### src/rtl/i2c_txn_arbiter_if.sv
// Bundle between the requesters, the transaction arbiter and the shared I2C master.
// The arbiter takes the slave view; the testbench or client glue takes the master view.
interface i2c_txn_arbiter_if #(
    parameter int NUM_REQ = 4
);
    logic [NUM_REQ-1:0]   req;
    logic [NUM_REQ-1:0]   req_rw;
    logic [7*NUM_REQ-1:0] req_addr;
    logic [8*NUM_REQ-1:0] req_data;
    logic [NUM_REQ-1:0]   grant;
    logic [NUM_REQ-1:0]   resp_valid;
    logic [7:0]           resp_data;
    logic                 resp_timeout;
    logic                 busy;
    logic                 m_start;
    logic                 m_rw;
    logic [6:0]           m_addr;
    logic [7:0]           m_din;
    logic                 m_done;
    logic [7:0]           m_rx_data;

    modport slave (
        input  req, req_rw, req_addr, req_data, m_done, m_rx_data,
        output grant, resp_valid, resp_data, resp_timeout, busy,
               m_start, m_rw, m_addr, m_din
    );

    modport master (
        output req, req_rw, req_addr, req_data, m_done, m_rx_data,
        input  grant, resp_valid, resp_data, resp_timeout, busy,
               m_start, m_rw, m_addr, m_din
    );
endinterface

### src/rtl/i2c_txn_arbiter.sv
// Round-robin arbiter sharing one single-byte I2C master among NUM_REQ requesters,
// with a WAIT timeout and a DRAIN state that swallows level-style done signals.
module i2c_txn_arbiter #(
    parameter int NUM_REQ        = 4,
    parameter int TIMEOUT_CYCLES = 4096
) (
    input logic               clk,
    input logic               rst,
    i2c_txn_arbiter_if.slave  bus
);
    localparam int IDX_W = (NUM_REQ > 1) ? $clog2(NUM_REQ) : 1;
    localparam int CNT_W = $clog2(TIMEOUT_CYCLES);

    typedef enum logic [2:0] {
        S_IDLE  = 3'd0,
        S_ISSUE = 3'd1,
        S_WAIT  = 3'd2,
        S_RESP  = 3'd3,
        S_DRAIN = 3'd4
    } state_t;

    state_t             state_q, state_d;
    logic [IDX_W-1:0]   ptr_q, ptr_d;
    logic [IDX_W-1:0]   win_q, win_d;
    logic [NUM_REQ-1:0] grant_q, grant_d;
    logic               m_start_q, m_start_d;
    logic               m_rw_q, m_rw_d;
    logic [6:0]         m_addr_q, m_addr_d;
    logic [7:0]         m_din_q, m_din_d;
    logic [CNT_W-1:0]   cnt_q, cnt_d;
    logic [7:0]         resp_data_q, resp_data_d;
    logic               resp_timeout_q, resp_timeout_d;

    logic [NUM_REQ-1:0][6:0] addr_a;
    logic [NUM_REQ-1:0][7:0] data_a;
    logic [IDX_W-1:0]        pick;
    logic                    any_req;

    assign addr_a  = bus.req_addr;
    assign data_a  = bus.req_data;
    assign any_req = |bus.req;

    // First requester after the last winner, wrapping; the pointer is the previous winner.
    always_comb begin
        logic found;
        int   idx;
        pick  = ptr_q;
        found = 1'b0;
        idx   = 0;
        for (int i = 1; i <= NUM_REQ; i++) begin
            idx = (int'(ptr_q) + i) % NUM_REQ;
            if (!found && bus.req[IDX_W'(idx)]) begin
                found = 1'b1;
                pick  = IDX_W'(idx);
            end
        end
    end

    always_comb begin
        state_d        = state_q;
        ptr_d          = ptr_q;
        win_d          = win_q;
        grant_d        = grant_q;
        m_start_d      = 1'b0;
        m_rw_d         = m_rw_q;
        m_addr_d       = m_addr_q;
        m_din_d        = m_din_q;
        cnt_d          = cnt_q;
        resp_data_d    = resp_data_q;
        resp_timeout_d = resp_timeout_q;

        case (state_q)
            S_IDLE: begin
                if (any_req) begin
                    win_d    = pick;
                    grant_d  = {{(NUM_REQ-1){1'b0}}, 1'b1} << pick;
                    m_rw_d   = bus.req_rw[pick];
                    m_addr_d = addr_a[pick];
                    m_din_d  = data_a[pick];
                    state_d  = S_ISSUE;
                end
            end
            S_ISSUE: begin
                // Registered pulse: the master sees start during the first WAIT cycle.
                m_start_d = 1'b1;
                cnt_d     = '0;
                state_d   = S_WAIT;
            end
            S_WAIT: begin
                cnt_d = cnt_q + 1'b1;
                if (bus.m_done) begin
                    resp_data_d    = m_rw_q ? bus.m_rx_data : 8'h00;
                    resp_timeout_d = 1'b0;
                    state_d        = S_RESP;
                end else if (cnt_q == CNT_W'(TIMEOUT_CYCLES - 1)) begin
                    resp_data_d    = 8'h00;
                    resp_timeout_d = 1'b1;
                    state_d        = S_RESP;
                end
            end
            S_RESP: begin
                ptr_d    = win_q;
                grant_d  = '0;
                m_rw_d   = 1'b0;
                m_addr_d = '0;
                m_din_d  = '0;
                state_d  = S_DRAIN;
            end
            S_DRAIN: begin
                if (!bus.m_done) state_d = S_IDLE;
            end
            default: state_d = S_IDLE;
        endcase
    end

    always_ff @(posedge clk) begin
        if (rst) begin
            state_q        <= S_IDLE;
            ptr_q          <= IDX_W'(NUM_REQ - 1);
            win_q          <= '0;
            grant_q        <= '0;
            m_start_q      <= 1'b0;
            m_rw_q         <= 1'b0;
            m_addr_q       <= '0;
            m_din_q        <= '0;
            cnt_q          <= '0;
            resp_data_q    <= '0;
            resp_timeout_q <= 1'b0;
        end else begin
            state_q        <= state_d;
            ptr_q          <= ptr_d;
            win_q          <= win_d;
            grant_q        <= grant_d;
            m_start_q      <= m_start_d;
            m_rw_q         <= m_rw_d;
            m_addr_q       <= m_addr_d;
            m_din_q        <= m_din_d;
            cnt_q          <= cnt_d;
            resp_data_q    <= resp_data_d;
            resp_timeout_q <= resp_timeout_d;
        end
    end

    // Response fields are only meaningful alongside resp_valid, so they read 0 otherwise.
    assign bus.grant        = grant_q;
    assign bus.resp_valid   = (state_q == S_RESP) ? grant_q : '0;
    assign bus.resp_data    = (state_q == S_RESP) ? resp_data_q : 8'h00;
    assign bus.resp_timeout = (state_q == S_RESP) && resp_timeout_q;
    assign bus.busy         = (state_q != S_IDLE);
    assign bus.m_start      = m_start_q;
    assign bus.m_rw         = m_rw_q;
    assign bus.m_addr       = m_addr_q;
    assign bus.m_din        = m_din_q;

    a_grant_onehot: assert property (@(posedge clk) disable iff (rst) $onehot0(grant_q));
    a_resp_busy:    assert property (@(posedge clk) disable iff (rst) |bus.resp_valid |-> bus.busy);
endmodule

### src/flat_wrapper.sv
// flat-port wrapper written by rule: the top's interface ports become plain ports
module i2c_txn_arbiter_flat 
#(
    parameter int NUM_REQ        = 4,
    parameter int TIMEOUT_CYCLES = 4096
)
  (clk, rst, bus_req, bus_req_rw, bus_req_addr, bus_req_data, bus_m_done, bus_m_rx_data, bus_grant, bus_resp_valid, bus_resp_data, bus_resp_timeout, bus_busy, bus_m_start, bus_m_rw, bus_m_addr, bus_m_din);
  i2c_txn_arbiter_if #(.NUM_REQ(NUM_REQ)) bus_i ();
  input logic clk;
  input logic rst;
  input wire logic [$bits(bus_i.req)-1:0] bus_req;
  input wire logic [$bits(bus_i.req_rw)-1:0] bus_req_rw;
  input wire logic [$bits(bus_i.req_addr)-1:0] bus_req_addr;
  input wire logic [$bits(bus_i.req_data)-1:0] bus_req_data;
  input wire logic [$bits(bus_i.m_done)-1:0] bus_m_done;
  input wire logic [$bits(bus_i.m_rx_data)-1:0] bus_m_rx_data;
  output wire logic [$bits(bus_i.grant)-1:0] bus_grant;
  output wire logic [$bits(bus_i.resp_valid)-1:0] bus_resp_valid;
  output wire logic [$bits(bus_i.resp_data)-1:0] bus_resp_data;
  output wire logic [$bits(bus_i.resp_timeout)-1:0] bus_resp_timeout;
  output wire logic [$bits(bus_i.busy)-1:0] bus_busy;
  output wire logic [$bits(bus_i.m_start)-1:0] bus_m_start;
  output wire logic [$bits(bus_i.m_rw)-1:0] bus_m_rw;
  output wire logic [$bits(bus_i.m_addr)-1:0] bus_m_addr;
  output wire logic [$bits(bus_i.m_din)-1:0] bus_m_din;
  assign bus_i.req = bus_req;
  assign bus_i.req_rw = bus_req_rw;
  assign bus_i.req_addr = bus_req_addr;
  assign bus_i.req_data = bus_req_data;
  assign bus_i.m_done = bus_m_done;
  assign bus_i.m_rx_data = bus_m_rx_data;
  assign bus_grant = bus_i.grant;
  assign bus_resp_valid = bus_i.resp_valid;
  assign bus_resp_data = bus_i.resp_data;
  assign bus_resp_timeout = bus_i.resp_timeout;
  assign bus_busy = bus_i.busy;
  assign bus_m_start = bus_i.m_start;
  assign bus_m_rw = bus_i.m_rw;
  assign bus_m_addr = bus_i.m_addr;
  assign bus_m_din = bus_i.m_din;
  i2c_txn_arbiter #(.NUM_REQ(NUM_REQ), .TIMEOUT_CYCLES(TIMEOUT_CYCLES)) u_core (.clk(clk), .rst(rst), .bus(bus_i));
endmodule
### config.mk
export PLATFORM = sky130hd
export DESIGN_NAME = i2c_txn_arbiter_flat
export DESIGN_NICKNAME = d
export VERILOG_FILES = /design/src/rtl/i2c_txn_arbiter_if.sv /design/src/rtl/i2c_txn_arbiter.sv /design/src/flat_wrapper.sv
export SDC_FILE = /design/constraint.sdc
export NUM_CORES = 1
export LEC_CHECK = 0
export BUFFER_PORTS_ARGS = -buffer_cell sky130_fd_sc_hd__buf_2
export CORE_ASPECT_RATIO = 1.5
export CORE_MARGIN = 3
export CORE_UTILIZATION = 40
export CTS_BUF_LIST = sky130_fd_sc_hd__clkbuf_8
export CTS_CLUSTER_DIAMETER = 100
export CTS_CLUSTER_SIZE = 24
export DETAILED_ROUTE_END_ITERATION = 16
export MAX_ROUTING_LAYER = met4
export PLACE_DENSITY = 0.73
export SYNTH_ARGS = -nofsm -noshare
export SYNTH_HDL_FRONTEND = slang
export SYNTH_SLANG_ARGS = --single-unit
### constraint.sdc
create_clock -name clk -period 1.7 [get_ports clk]
set_input_delay 0 -clock clk [delete_from_list [all_inputs] [get_ports clk]]
set_output_delay 0 -clock clk [all_outputs]
set_load 0.03 [all_outputs]
# After elaboration in Yosys (flattened, before gate mapping)

Index checks and enable logic that the tools add are counted.

Register bits after elaboration: 49
Bits in latches: 0
RAM bits: 0
Memory bits (read-only): 0
Input port bits: 79
Output and inout bits: 35
Word-level logic and storage cells: 94
Memories kept: 0

Add/subtract/negate cells: 5
Multipliers: 0
Div/mod/pow operators: 0
$lt $le $gt $ge: 5
Eq/ne operators: 8
Shift-type cells: 1
Muxes and demuxes: 47
Bitwise operators: 0
Reductions and logical operators: 17

Operators by type and width:

| cell                                                                  | number |
|---|---|
| 8-bit two-way mux                                                     | 6 |
| 12-bit one-hot mux with 2 select lines                                | 1 |
| 8-bit binary-select mux with 2-bit select                             | 1 |
| 2-bit by 4-bit < comparator with 1-bit output (second input constant) | 4 |
| 1-bit two-way mux                                                     | 16 |
| 8-bit one-hot mux with 2 select lines                                 | 1 |
| 3-bit one-hot mux with 5 select lines                                 | 1 |
| 7-bit binary-select mux with 2-bit select                             | 1 |
| 7-bit two-way mux                                                     | 2 |
| 7-bit one-hot mux with 2 select lines                                 | 1 |
| 12-bit by 1-bit adder with 12-bit output (second input constant)      | 1 |
| 12-bit == test (second input constant)                                | 1 |
| 3-bit two-way mux                                                     | 4 |
| 1-bit binary-select mux with 2-bit select                             | 5 |
| 2-bit two-way mux                                                     | 4 |
| 4-bit two-way mux                                                     | 2 |
| 4-bit one-hot mux with 2 select lines                                 | 1 |
| 3-bit by 2-bit == test with 1-bit output (second input constant)      | 2 |
| 2-bit AND reduction                                                   | 3 |
| 2-bit nonzero test                                                    | 3 |
| 2-bit by 1-bit adder with 2-bit output (second input constant)        | 2 |
| 2-bit adder (second input constant)                                   | 2 |
| 1-bit logical AND                                                     | 4 |
| 4-bit OR reduction                                                    | 1 |
| 12 further kinds                                                      | 14 |

# Logic depth before layout (Yosys ltp)

Gate-level depths: netlist (run 1).

Depth in word-level cells: 18
Mapped depth: 7
Depth with buffers taken out: 6

# Worst setup path after synthesis (run 1)

No wires, ideal clock.

Kind: register to register
Start: reg u_core.state_q[1]
End: reg u_core.grant_q[0] (netlist: u_core.bus.grant[0])
Library setup time: 0.080 ns
Arrival: 1.723 ns
Required time: 1.620 ns
Setup slack: -0.103 ns
Cell stages (with the launch flop): 7
Path buffers: 2
Period minus slack after synthesis: 1.803 ns
Cells stage by stage: dfxtp_1 buf_6 or3_4 or2_1 buf_6 or3_1 a211oi_2

Word-level cells in the longest chain between the ends: 3
Elaborated cells between the ends (all ways): 6
Classes of those cells: 2 x eq/ne; 1 x mux; 3 x reduce/logical

Ends and longest elaborated chain:

| element                                                                                                | RTL line               | RTL |
|---|---|---|
| start, declared                                                                                        | i2c_txn_arbiter.sv:22  | `state_t state_q, state_d;` |
| start signal, assigned                                                                                 | i2c_txn_arbiter.sv:130 | `state_q <= state_d;` |
| 3-bit by 2-bit == test with 1-bit output / 3-bit zero test (equally long branches)                     | i2c_txn_arbiter.sv:72  | `case (state_q)` |
| 2-bit nonzero test (no source line) / 2-bit by 1-bit != test with 1-bit output (equally long branches) | n/a                    |  |
| 2-bit AND reduction (no source line)                                                                   | n/a                    |  |
| end signal, assigned                                                                                   | i2c_txn_arbiter.sv:133 | `grant_q <= grant_d;` |
| end, declared                                                                                          | i2c_txn_arbiter.sv:25  | `logic [NUM_REQ-1:0] grant_q, grant_d;` |

Several ways; a longest one is shown, not always the timed one.
A chain may end at the register's enable or synchronous reset.

# Final worst setup path (run 1)

Start: reg u_core.state_q[2]
End: reg u_core.m_din_q[6] (netlist: u_core.bus.m_din[6])

Word-level cells in the longest chain between the ends: 3
Elaborated cells between the ends (all ways): 6
Classes of those cells: 2 x eq/ne; 1 x mux; 3 x reduce/logical

Ends and longest elaborated chain:

| element                                                                                                | RTL line               | RTL |
|---|---|---|
| 3-bit by 2-bit == test with 1-bit output / 3-bit zero test (equally long branches)                     | i2c_txn_arbiter.sv:72  |  |
| 2-bit nonzero test (no source line) / 2-bit by 1-bit != test with 1-bit output (equally long branches) | n/a                    |  |
| 2-bit AND reduction (no source line)                                                                   | n/a                    |  |
| end signal, assigned                                                                                   | i2c_txn_arbiter.sv:137 | `m_din_q <= m_din_d;` |
| end, declared                                                                                          | i2c_txn_arbiter.sv:29  | `logic [7:0] m_din_q, m_din_d;` |

Several ways; a longest one is shown, not always the timed one.

==> results.ini, run 1 <==
[timing]
slew_violations=0
setup_violations=0
min_period_ns=1.661
tightestPinTransition_ns=0.6521
relSlewSlack_pct=56.38
fin_crit_sh_pct=97.73
fmax_mhz=601.9
clock_skew_ns=0.005122
hold_viol_final=0
rsz0062_at_grt=true

[clocking]
htreeDepth=2
cts-root-buf=clkbuf_8
cts_tree=built
cts_made_buffers=5
clock_latency_ns=0.30
clock_path_buffers=2
path_clk_slew_ns=0.09
cts_sinks=49

[worst_setup_path]
cp_slowest_cell=or3_4
setup.worst_path.class=flip-flop to flip-flop
cp-end-kind=flip-flop
worstSetupStartpoint=u_core.state_q[2]
cp_max_fo=16
critical_path.max_stage_delay_ns=0.40
path_cells=or3_4 > nor3_4 > o21a_2 > clkbuf_16 > nand3_1 > o2111ai_1
crit_family=simple AND/OR/NAND/NOR gates
crit_required_ns=1.92
r2r_start=u_core.state_q[2]
path_buf_inv=1
critPathArrivalTime_ns=1.88
r2r_slack_ns=0.04
cp-start-kind=flip-flop

[synthesis]
synthMuxAreaShare_pct=7.374
synthAdderAreaFrac_pct=0.5051
syn-num-nets=369
synth-simple-area-share_pct=28.89
async_reset_ff_share_pct=0
ys_ff_latch=49
synth_xor_area_share_pct=0
synth_top_family_by_area=simple AND/OR/NAND/NOR gates
synth-edff-count=0
synth-compound-area-share_pct=18.94
yosys.cell_types.count=49
netlist_instances=289
synth-main-ff-cell=dfxtp_1
synth.avg_cell_area_sq_um=8.572
yosysSeqAreaShare_pct=39.60
yosysWarnings=0
syn-cell-area_sq_um=2477

[finish]
num_antenna_cells=0
final_cell_mix=buf_2 (113), dfxtp_1 (47), dlygate4sd3_1 (41), nand3_1 (37), nand2_1 (31)
finalNetCount=539
synthToLayoutAreaGrowth_pct=59.09
nFillCells=487
fin_cells=532
drive_gt1_share_pct=37.17
layout_commonest_cell=buf_2

[min_path]
hold_start=bus_req_data[18]
hold_path.class=input port to flip-flop

[routing]
viasPerCell=5.427
vias=2887
first_pass_iters=5
wl_microns=8122
wire_per_inst_microns=15.27
drt_drc_violations_left=0
ant_nets=0
drt_iter0_drc=109

[placement]
io_buffers=113
routabilityCongestion=0.8514
hpwlAfterDp_microns=5140
dp.cells=476

[global_routing]
track_usage_pct=22.38
grt_max_degree=33
first_global_vias=2873
grt_pass1_wl_microns=12750
antenna_found_initial=0
gr-total-overflow=0

[die]
dieArea_sq_um=7193
io_pins=114
die_x_microns=70.26
start_util_pct=41.90
coreArea_sq_um=5913
rows=34
dieHeight_microns=102.4

[power_and_ir_drop]
ir_drop_mv=0.4801
total_power_mw=3.349
powerDensity_nw_per_um2=849.8
p_leak_nw=1.783

[status]
status=complete, no violations

[job]
cap_violations=0

==> final cells by class <==
type	instances	area (sq um)	share of cell area, %
Tap cell	72	90.09	2.286
Timing Repair Buffer	184	1311	33.27
Clock buffer	5	68.82	1.746
Sequential cell	49	985.9	25.02
Multi-Input combinational cell	217	1435	36.41
Inverter	2	7.507	0.1905
Clock inverter	3	42.54	1.079
==> synthesized netlist by cell type (2+ instances only) <==
| cell | number | area, sq um |
|---|---|---|
| or2_2 | 3 | 18.77 |
| or3_1 | 4 | 25.02 |
| or2_1 | 3 | 18.77 |
| a311oi_1 | 2 | 17.52 |
| nor4_1 | 2 | 12.51 |
| a211oi_1 | 4 | 30.03 |
| nor3_1 | 3 | 15.01 |
| a21oi_1 | 13 | 65.06 |
| mux2i_1 | 16 | 160.2 |
| buf_2 | 3 | 15.01 |
| a22o_1 | 8 | 70.07 |
| o21ai_0 | 2 | 10.01 |
| clkbuf_1 | 12 | 45.04 |
| o21ai_1 | 3 | 15.01 |
| nand2b_1 | 3 | 18.77 |
| nand3_1 | 37 | 185.2 |
| buf_1 | 2 | 7.510 |
| nand2_1 | 31 | 116.4 |
| a211oi_2 | 2 | 25.02 |
| o2111ai_1 | 16 | 140.1 |
| buf_6 | 3 | 33.78 |
| nor2_1 | 20 | 75.07 |
| dfxtp_1 | 49 | 980.9 |
| and2_1 | 15 | 93.84 |
| o211ai_1 | 2 | 15.01 |
| nand4_1 | 2 | 12.51 |
| nand3b_1 | 5 | 37.54 |
| nor2b_1 | 2 | 12.51 |
| inv_1 | 2 | 7.510 |
==> metrics by stage <==
stage	TNS, ns	cell area (sq um)	utilization (%)	worst slack, ns	hold slack, ns
2_1_floorplan	-0.09188	2490	-	-0.08671	0.09671
4_1_cts	0	3801	64.28	0.01881	0.009652
5_1_grt	-0.03213	3941	66.65	-0.01477	0.03122
3_3_place_gp	-0.006999	3253	55.01	-0.003410	0.2177
3_5_place_dp	-2.041	3253	55.01	-0.1415	0.2268
6_report	0	3941	66.65	0.03861	0.01728
==> where the power goes <==
part	switching, mW	internal [mW]
Combinational	0.653	0.524
Clock	0.402	0.436
Sequential	0.0708	1.26
Total	1.13	2.22
==> routing by layer <==
metal  up-vias  global-route usage (%)  wire length (microns)  share of wire, %
met5         -                       -                      0                 0
met4         0                   8.702                    159               2.0
met3        20                   3.346                    369               4.5
met2        99                   41.63                   4492                55
met1      1366                   23.54                   3100                38
li1       1402                       -                      -                 -
==> worst paths after layout <==
path | endpoint | cells past startpoint
max | u_core.bus.m_din[6] | 6
min | u_core.bus.m_din[2] | 3
max reg2reg | u_core.bus.m_din[6] | 6
min reg2reg | u_core.bus.m_addr[4] | 2
==> kinds of logic (layout without fill, tap and decap cells) <==
logic type                 Yosys count  after routing
muxes                               18             18
buffers and inverters               23            194
adders and majority gates            1              1
DFF                                 49             49
and+or+nand+nor                    138            138
AOI/OAI and AO/OA                   60             60
==> tightest hold or removal path, delay by kind of cell <==
kind                   cells  cell delay [ns]
AO/OA/AOI/OAI              1             0.16
buffers and inverters      1             0.07
multiplexers               1             0.06
==> repair_timing <==
| item | 4_1_cts | 5_1_grt |
|---|---|---|
| pin swaps | 0 | 4 |
| setup endpoints to repair | 26 | 31 |
| setup buffers | 0 | 4 |
| hold buffers | 41 | 0 |
| endpoints found under the hold margin | 25 | 0 |
| cloned | 0 | 3 |
| resized for setup | 5 | 9 |
==> state kept, by name (all words and copies together) (netlist names) <==
signal                 cells
u_core.bus.grant           4
u_core.bus.m_addr          7
u_core.bus.m_din           8
u_core.bus.m_rw            1
u_core.bus.m_start         1
u_core.cnt_q              12
u_core.ptr_q               2
u_core.resp_data_q         8
u_core.resp_timeout_q      1
u_core.state_q             3
u_core.win_q               2
Power figures use the tool's default switching activity.
==> run 2, diff against run 1 <==
Settings changed: PLACE_DENSITY 0.73 to 0.7.
Clock period 1.7 ns to 2.05 ns, I/O delays scaled along.
==> run 2 against run 1 <==
Against the previous run:
- combinational power down 29%
- final cell count down 3.6%
- first-iteration DRC count up 100%
- sequential cell count unchanged
- setup slack better by 0.15 ns
- non-clock buffer count down 19
- utilization down 5.0 points
- sequential share of layout area up 1.9 points
- largest cell class unchanged
- highest routed layer unchanged
==> results.ini, run 2 (same netlist as run 1, synthesis figures left out) <==
[status]
status=complete, no violations

[timing]
slew_violations=0
relSlewSlack_pct=28.19
tns_ns=0
hold_ws_ns=0.01376
hold_viol_final=0
fin_crit_sh_pct=90.59
setup_violations=0
min_period_ns=1.857
rsz0062_at_grt=false
fmax_mhz=538.5
clock_skew_ns=0.01269
tightestPinTransition_ns=1.071

[die]
die_x_microns=70.26
rows=34
dieHeight_microns=102.4
io_pins=114
dieArea_sq_um=7193
start_util_pct=41.90
coreArea_sq_um=5913

[clocking]
htreeDepth=2
cts_made_buffers=5
clock_path_buffers=2
clock_latency_ns=0.31
path_clk_slew_ns=0.10
cts-root-buf=clkbuf_8
cts_sinks=49
cts_setup_buffers=0
cts_tree=built

[routing]
wl_microns=7786
first_pass_iters=4
ant_nets=0
wire_per_inst_microns=15.18
drt_drc_violations_left=0
drt_iter0_drc=219
viasPerCell=5.489
vias=2816

[worst_setup_path]
critPathArrivalTime_ns=2.09
cp_slowest_cell=or3_4
cp-start-kind=flip-flop
crit_family=simple AND/OR/NAND/NOR gates
cp-end-kind=flip-flop
critical_path.max_stage_delay_ns=0.41
path_cells=or3_4 > nor3_1 > o21a_2 > buf_12 > nand3_1 > o2111ai_1
path_buf_inv=1
setup.worst_path.class=flip-flop to flip-flop
crit_required_ns=2.29
cp_max_fo=24

[global_routing]
antenna_found_initial=0
first_global_vias=2671
track_usage_pct=21.59
grt_pass1_wl_microns=12120
gr-total-overflow=0
grt_max_degree=36

[finish]
drive_gt1_share_pct=31.29
final_cell_mix=buf_2 (113), dfxtp_1 (49), dlygate4sd3_1 (45), nand3_1 (37), nand2_1 (31)
fin_cells=513
finalNetCount=520
largest_register_ffs=12
num_antenna_cells=0
final_core_util_pct=61.64
layout_commonest_cell=buf_2
nFillCells=484
top_register=u_core.cnt_q
synthToLayoutAreaGrowth_pct=47.12

[min_path]
hold_path.class=input port to flip-flop

[power_and_ir_drop]
ir_drop_mv=0.4028
p_leak_nw=1.628
powerDensity_nw_per_um2=690.7

[placement]
routabilityCongestion=0.7672
io_buffers=113
hpwlAfterDp_microns=4937
dp.cells=460

[job]
cap_violations=0

## run 2: worst min-delay path: stages
cell and delay, ns:
buf_2 0.07, mux2i_1 0.05, o2111ai_1 0.16
## run 2: per-stage QoR
step | area (sq um) | total power, mW | setup WS [ns]
finish | 3645 | 2.517 | 0.1929
global route | 3645 | 2.649 | 0.02553
CTS | 3620 | 2.520 | 0.1460
detailed placement | 3102 | 1.891 | 0.1626
global placement | 3102 | 1.885 | 0.1833
floorplan | 2477 | 1.649 | 0.2473
## run 2: layout make-up
cell class / instances / area, sq um / area share (%)
clock inverters: 3 / 18.77 / 0.5149
flip-flops and latches: 49 / 980.9 / 26.91
repair buffers: 165 / 1094 / 30.00
multi-input cells: 217 / 1385 / 38.00
well taps: 72 / 90.09 / 2.472
clock buffers: 5 / 68.82 / 1.888
inverters: 2 / 7.507 / 0.2060
## run 2: power breakdown
group          switching, mW  internal [mW]
clock                  0.333          0.236
sequential            0.0685           1.05
combinational          0.493          0.340
total                  0.894           1.62
## run 2: path summary, 6_finish.rpt
| check | from | end | slack, ns | cells after the start |
|---|---|---|---|---|
| worst max-delay path | u_core.state_q[2] | u_core.bus.m_din[0] | 0.19 | 6 |
| worst min-delay path | bus_req_addr[21] | u_core.bus.m_addr[0] | 0.01 | 3 |
| worst max register to register | u_core.state_q[2] | u_core.bus.m_din[0] | 0.19 | 6 |
| worst min register to register | u_core.bus.m_din[5] | u_core.bus.m_din[5] | 0.47 | 2 |
## run 2: metal layers
layer | wire (microns) | track usage [%]
met4 | 216 | 8.407
met5 | 0 | -
met2 | 4093 | 37.66
met1 | 3011 | 23.70
met3 | 464 | 5.020
## run 2: timing repair
item,4_1_cts,5_1_grt
hold buffers,43,2
endpoints found under the hold margin,25,1
endpoints found under the setup margin,0,8
gates resized for setup,0,1
